**config.mk**
```make
export PLATFORM = sky130hd
export DESIGN_NAME = i2s_tx_engine
export DESIGN_NICKNAME = d
export VERILOG_FILES = /design/src/rtl/i2s_pkg.sv /design/src/rtl/i2s_frame_fifo.sv /design/src/rtl/i2s_tx_engine.sv
export SDC_FILE = /design/constraint.sdc
export NUM_CORES = 1
export LEC_CHECK = 0
export CELL_PAD_IN_SITES_DETAIL_PLACEMENT = 2
export CELL_PAD_IN_SITES_GLOBAL_PLACEMENT = 2
export CORE_MARGIN = 5
export CORE_UTILIZATION = 52
export CTS_CLUSTER_DIAMETER = 30
export DETAILED_ROUTE_END_ITERATION = 6
export GPL_TIMING_DRIVEN = 1
export PLACE_DENSITY_LB_ADDON = 0.1
export SLEW_MARGIN = 30
export SYNTH_ARGS = -nofsm -noshare
export SYNTH_HDL_FRONTEND = slang
export SYNTH_SLANG_ARGS = --single-unit
```
**constraint.sdc**
```tcl
create_clock -name Clk -period 9.65 [get_ports Clk]
set_clock_uncertainty 0.1 [all_clocks]
set_input_delay 2.4125 -clock Clk [delete_from_list [all_inputs] [get_ports Clk]]
set_output_delay 2.4125 -clock Clk [all_outputs]
set_load 0.02 [all_outputs]
```
**src/rtl/i2s_pkg.sv**
```systemverilog
// i2s_pkg: shared types and slot packing helper for the I2S/TDM transmitter
package i2s_pkg;
  typedef enum logic {I2S_PHILIPS, I2S_LJ} i2s_mode_e;
  typedef enum logic {TX_IDLE, TX_RUN} i2s_tx_state_e;
  localparam int PAD_W = 64;
  // Left-aligns a dw-bit sample in PAD_W bits; the caller keeps the top SLOT_W bits
  function automatic logic [PAD_W-1:0] slot_pad(input logic [PAD_W-1:0] sample, input int dw);
    return sample << (PAD_W - dw);
  endfunction
endpackage

```
**src/rtl/i2s_frame_fifo.sv**
```systemverilog
// i2s_frame_fifo: show-ahead synchronous FIFO holding whole frames
module i2s_frame_fifo #(
  parameter int W     = 48,
  parameter int DEPTH = 8
) (
  input  logic                   clk,
  input  logic                   rst,
  input  logic                   push,
  input  logic                   pop,
  input  logic [W-1:0]           din,
  output logic [W-1:0]           dout,
  output logic                   full,
  output logic                   empty,
  output logic [$clog2(DEPTH):0] level
);
  localparam int AW = $clog2(DEPTH);
  logic [W-1:0] mem [DEPTH];
  logic [AW-1:0] wp, rp;
  logic do_push, do_pop;
  assign full    = level == (AW+1)'(DEPTH);
  assign empty   = level == '0;
  assign do_push = push & ~full;
  assign do_pop  = pop & ~empty;
  assign dout    = mem[rp];
  always_ff @(posedge clk or posedge rst)
    if (rst) begin
      wp    <= '0;
      rp    <= '0;
      level <= '0;
    end else begin
      wp    <= wp + AW'(do_push);
      rp    <= rp + AW'(do_pop);
      level <= level + (AW+1)'(do_push) - (AW+1)'(do_pop);
    end
  always_ff @(posedge clk)
    if (do_push) mem[wp] <= din;
endmodule

```
**src/rtl/i2s_tx_engine.sv**
```systemverilog
// i2s_tx_engine: single-clock I2S/TDM transmitter with frame FIFO and
// counter-derived MCLK/SCLK/LRCLK.
module i2s_tx_engine
  import i2s_pkg::*;
#(
  parameter int DW         = 24,
  parameter int SLOT_W     = 32,
  parameter int NCH        = 2,
  parameter int SCLK_DIV   = 4,
  parameter int MCLK_LOG2  = 2,
  parameter int FIFO_DEPTH = 8
) (
  input  logic                          Clk,
  input  logic                          Reset,
  input  logic                          Enable,
  input  logic                          Mode,
  input  logic [NCH*DW-1:0]             sDin,
  input  logic                          sValid,
  output logic                          sReady,
  output logic [$clog2(FIFO_DEPTH):0]   fifoLevel,
  output logic                          MCLK,
  output logic                          SCLK,
  output logic                          LRCLK,
  output logic                          SDATA,
  output logic                          frameStart,
  output logic                          underrun,
  input  logic                          clrUnderrun
);
  localparam int FW = NCH * SLOT_W;
  localparam int BW = $clog2(FW);
  localparam int CW = $clog2(SCLK_DIV);
  i2s_tx_state_e state, state_nx;
  i2s_mode_e mode_q;
  logic [CW-1:0] c, c_nx;
  logic [BW-1:0] b, b_nx;
  logic [MCLK_LOG2-1:0] mclk_cnt;
  logic [FW-1:0] sr, frame_in;
  logic [NCH*DW-1:0] fifo_dout;
  logic fifo_full, fifo_empty, fe, load, lj_bit, dly;

  i2s_frame_fifo #(.W(NCH*DW), .DEPTH(FIFO_DEPTH)) u_fifo (
    .clk   (Clk),
    .rst   (Reset),
    .push  (sValid),
    .pop   (load),
    .din   (sDin),
    .dout  (fifo_dout),
    .full  (fifo_full),
    .empty (fifo_empty),
    .level (fifoLevel)
  );
  assign sReady = ~fifo_full;
  assign MCLK   = mclk_cnt[MCLK_LOG2-1];

  // An empty FIFO at load time sends a silent frame instead of stale data
  for (genvar k = 0; k < NCH; k++) begin : g_slot
    assign frame_in[k*SLOT_W +: SLOT_W] = fifo_empty ? '0 :
      SLOT_W'(slot_pad(PAD_W'(fifo_dout[k*DW +: DW]), DW) >> (PAD_W - SLOT_W));
  end

  always_ff @(posedge Clk or posedge Reset)
    if (Reset) state <= TX_IDLE;
    else state <= state_nx;

  always_comb state_nx = Enable ? TX_RUN : TX_IDLE;

  // Entering RUN counts as a falling event at bit 0, so the first frame loads at once
  always_comb begin
    fe   = Enable & ((state == TX_IDLE) | (c == CW'(SCLK_DIV-1)));
    c_nx = (Enable & (state == TX_RUN) & (c != CW'(SCLK_DIV-1))) ? c + 1'b1 : '0;
    b_nx = (~Enable | (state == TX_IDLE)) ? '0 :
           fe ? ((b == BW'(FW-1)) ? '0 : b + 1'b1) : b;
    load = fe & (b_nx == '0);
  end

  assign lj_bit = load ? frame_in[FW-1] : sr[FW-1];

  always_ff @(posedge Clk or posedge Reset)
    if (Reset) begin
      c          <= '0;
      b          <= '0;
      mclk_cnt   <= '0;
      sr         <= '0;
      dly        <= 1'b0;
      mode_q     <= I2S_PHILIPS;
      SCLK       <= 1'b0;
      LRCLK      <= 1'b0;
      SDATA      <= 1'b0;
      frameStart <= 1'b0;
      underrun   <= 1'b0;
    end else begin
      c          <= c_nx;
      b          <= b_nx;
      mclk_cnt   <= mclk_cnt + 1'b1;
      SCLK       <= c_nx >= CW'(SCLK_DIV/2);
      frameStart <= load;
      underrun   <= (load & fifo_empty) | (underrun & ~clrUnderrun);
      if (!Enable) begin
        LRCLK <= 1'b0;
        SDATA <= 1'b0;
        dly   <= 1'b0;
      end else if (fe) begin
        LRCLK <= b_nx >= BW'(NCH/2*SLOT_W);
        SDATA <= ((load ? i2s_mode_e'(Mode) : mode_q) == I2S_LJ) ? lj_bit : dly;
        dly   <= lj_bit;
        sr    <= load ? {frame_in[FW-2:0], 1'b0} : {sr[FW-2:0], 1'b0};
        if (load) mode_q <= i2s_mode_e'(Mode);
      end
    end
endmodule

```
==> results.py <==
metrics = {
    "critical_path": {
        "worstSetupEndpointType": "flip-flop",
        "start_kind": "primary input",
        "crit_type": "in -> reg",
        "r2r_slack_ns": 5.62,
        "slowest_delay_ns": 0.66,
        "crit_chain": "clkdlybuf4s50_1 -> and2_1 -> a311oi_2 -> a311o_4 -> a21oi_1 -> ha_1 -> inv_1 -> ha_1 -> a21o_1 -> a21oi_1 -> xor2_1",
        "slowest_stage": "clkdlybuf4s50_1",
        "critPathRequiredTime_ns": 10.08,
        "timing.rr.start": "c[0]$_DFF_PP0_",
        "cp_max_fo": 15,
        "r2r_cells": 12,
        "worstPathArrival_ns": 6.01,
        "rr_endpoint": "u_fifo.level[3]$_DFF_PP0_",
    },
    "synthesis": {
        "synth.avg_cell_area_um2": 20.4,
        "synth-async-reset-ratio_pct": 17.8,
        "yosysMostFrequentCell": "edfxtp_1",
        "synthTopCellsByCount": "edfxtp_1 (384), mux4_2 (96), dfrtp_1 (83)",
        "synth_edf_count": 384,
        "ys.flop_type": "edfxtp_1",
        "synth_top_area_share_pct": 63.4,
        "synth_area_um2": 18200,
        "ys_top_cells_by_area": "edfxtp_1 (63%), mux4_2 (12%), dfrtp_1 (11%)",
        "synthCells": 891,
        "synth_area_leader_cell": "edfxtp_1",
        "ys_seq_area_share_pct": 74.8,
        "synth_seq_cells": 467,
        "synth_nets": 957,
        "ys.warnings.count": 0,
        "synth.distinct_cells": 44,
    },
    "finish": {
        "area_delta_synth_final_pct": 24.6,
        "fin_nets": 1083,
        "finalInstanceArea_um2": 22700,
        "layout-drive-gt1-share_pct": 31.2,
        "fillers": 2603,
    },
    "routing": {
        "remaining_drc_errors": 0,
        "vias": 10100,
        "drtAntennaViolNets": 0,
        "avgRoutedWirePerCell_um": 36.4,
        "vias_per_cell": 6.48,
        "drt_iter0_drc": 1037,
        "first_pass_iters": 5,
        "routed_wl_um": 56700,
    },
    "timing": {
        "fin_ws_ns": 4.08,
        "min_period_over_period_pct": 57.7,
        "post-route-min-period_ns": 5.57,
        "maxSlewViolCount": 0,
        "setup_viol": 0,
        "relSlewSlack_pct": 31.5,
        "hold_viol": 0,
        "tns_ns": 0,
        "rsz0062_at_grt": "false",
        "tightest_slew_ns": 1.03,
        "max_freq_mhz": 179,
        "timing.hold.ws_ns": 0.345,
    },
    "grt": {
        "grt_max_degree": 84,
        "grt_pass1_wl_um": 82700,
        "met2_usage_pct": 49.6,
        "use_met1_pct": 39.0,
        "first_global_vias": 11300,
        "grt_util_met3_pct": 5.54,
        "overflow": 0,
        "grt_most_used_layer": "met2",
        "grt_usage_pct": 29.8,
        "antenna_found_initial": 1,
    },
    "clock_network": {
        "clock_sinks": 467,
        "cts_inserted_buffers": 98,
        "cts_hold_buf": 0,
        "cts_resized": 0,
        "postCtsSetupRepairBufs": 0,
        "clock_path_buffers": 3,
        "cts_tree": "built",
        "cts_root_buf": "clkbuf_16",
        "clkTransAtPathRegs_ns": 0.05,
        "clk_latency_ns": 0.64,
        "htree_levels": 3,
    },
    "power": {
        "ir_drop_mv": 0.240,
        "p_total_mw": 7.81,
        "leakage_nw": 8.10,
        "p_per_area_nw_per_um2": 345,
    },
    "floorplan": {
        "core_area_um2": 34500,
        "die_w_um": 197,
        "pin_count": 65,
        "die-height_um": 197,
        "start_util_pct": 52.7,
        "core.rowCount": 68,
        "die-area_um2": 38800,
    },
    "run_status": {
        "status": "completed",
    },
    "place": {
        "dp_hpwl_um": 24900,
        "placed_area_um2": 19300,
        "post-place-ws_ns": 3.56,
        "numPortBuffers": 64,
        "gp_congestion": 0.691,
    },
    "min_path": {
        "hp-start": "c[0]$_DFF_PP0_",
        "min_delay_path_depth": 1,
        "min_path_type": "reg -> reg",
        "min_to": "c[0]$_DFF_PP0_",
    },
    "flow_run": {
        "drv_cap": 0,
    },
}
## power breakdown
group	leakage [nW]	switching (mW)	internal [mW]	total (mW)
clock network	1.60	1.24	2.15	3.39
registers	4.56	0.330	2.58	2.91
logic	1.93	0.788	0.728	1.52
total	8.10	2.35	5.46	7.81
## per-stage QoR
| step | instances | util (%) |
|---|---|---|
| 3_5_place_dp | 1372 | 56.0 |
| 3_3_place_gp | 1371 | 55.9 |
| 5_1_grt | 1559 | 65.6 |
| 2_1_floorplan | 891 | - |
| 4_1_cts | 1558 | 65.6 |
| 6_report | 1559 | 65.6 |
## routing by layer
metal | routed length, um | vias to the layer above
li1 | - | 3968
met3 | 3170 | 131
met5 | 0 | -
met2 | 29100 | 520
met1 | 22200 | 5484
met4 | 2270 | 0
## worst max path at each step
stage,startpoint,to,slack (ns),cells after the start
finish,Enable,u_fifo.level[3]$_DFF_PP0_,4.08,11
global route,Enable,u_fifo.level[3]$_DFF_PP0_,3.91,11
CTS,Enable,u_fifo.level[3]$_DFF_PP0_,4.11,11
detailed placement,Enable,u_fifo.level[3]$_DFF_PP0_,3.56,11
global placement,Enable,u_fifo.level[1]$_DFF_PP0_,3.86,11
floorplan,sValid,u_fifo.mem[0][0]$_DFFE_PP_,3.06,3
## kinds of logic after synthesis
kind of cell               synth area share, %
DFF                                       74.8
buffers and inverters                     1.76
adders and majority gates                0.866
and+or+nand+nor                           3.32
muxes                                     15.1
xor gates and xnor gates                 0.481
AOI/OAI and AO/OA                         3.64
## cell usage in the layout (no fill, tap or decap), drive strengths merged, types with 3 or more instances in the layout
cell type and instances:
ha 11, a221o 46, and3 48, xor2 7, clkbuf 108, nor2 15, nor3 4, clkdlybuf4s50 64
bufinv 9, buf 15, nand2 30, inv 23, a21oi 5, mux2i 4, and2 6, nand2b 4
clkinvlp 9, edfxtp 384, mux4 96, clkinv 50, xnor2 3, nand4 3, o21ai 10, dfrtp 83
mux2 49
## cell type report
class / instances / area, um2 / share of cell area (%)
flip-flops and latches: 467 / 13600 / 60.1
multi-input cells: 358 / 4330 / 19.1
clock buffers: 108 / 2520 / 11.1
clock inverters: 78 / 793 / 3.50
repair buffers: 79 / 781 / 3.44
well taps: 455 / 569 / 2.51
inverters: 13 / 52.6 / 0.232
diodes: 1 / 2.50 / 0.0110
## registers in the layout (all words and copies together) (netlist names), 2 cells and up
signal,cells
u_fifo.mem,384
u_fifo.level,4
c,2
u_fifo.wp,3
b,6
u_fifo.rp,3
sr,55
mclk_cnt,2
## critical path: cells and delay by family
| family | cells | cell delay [ns] |
|---|---|---|
| xor+xnor | 1 | 0.18 |
| simple gates | 1 | 0.63 |
| buf+inv | 2 | 0.73 |
| compound gates | 5 | 1.48 |
| fa+ha+maj | 2 | 0.57 |
Note: power is estimated with default switching activity, not from simulation.
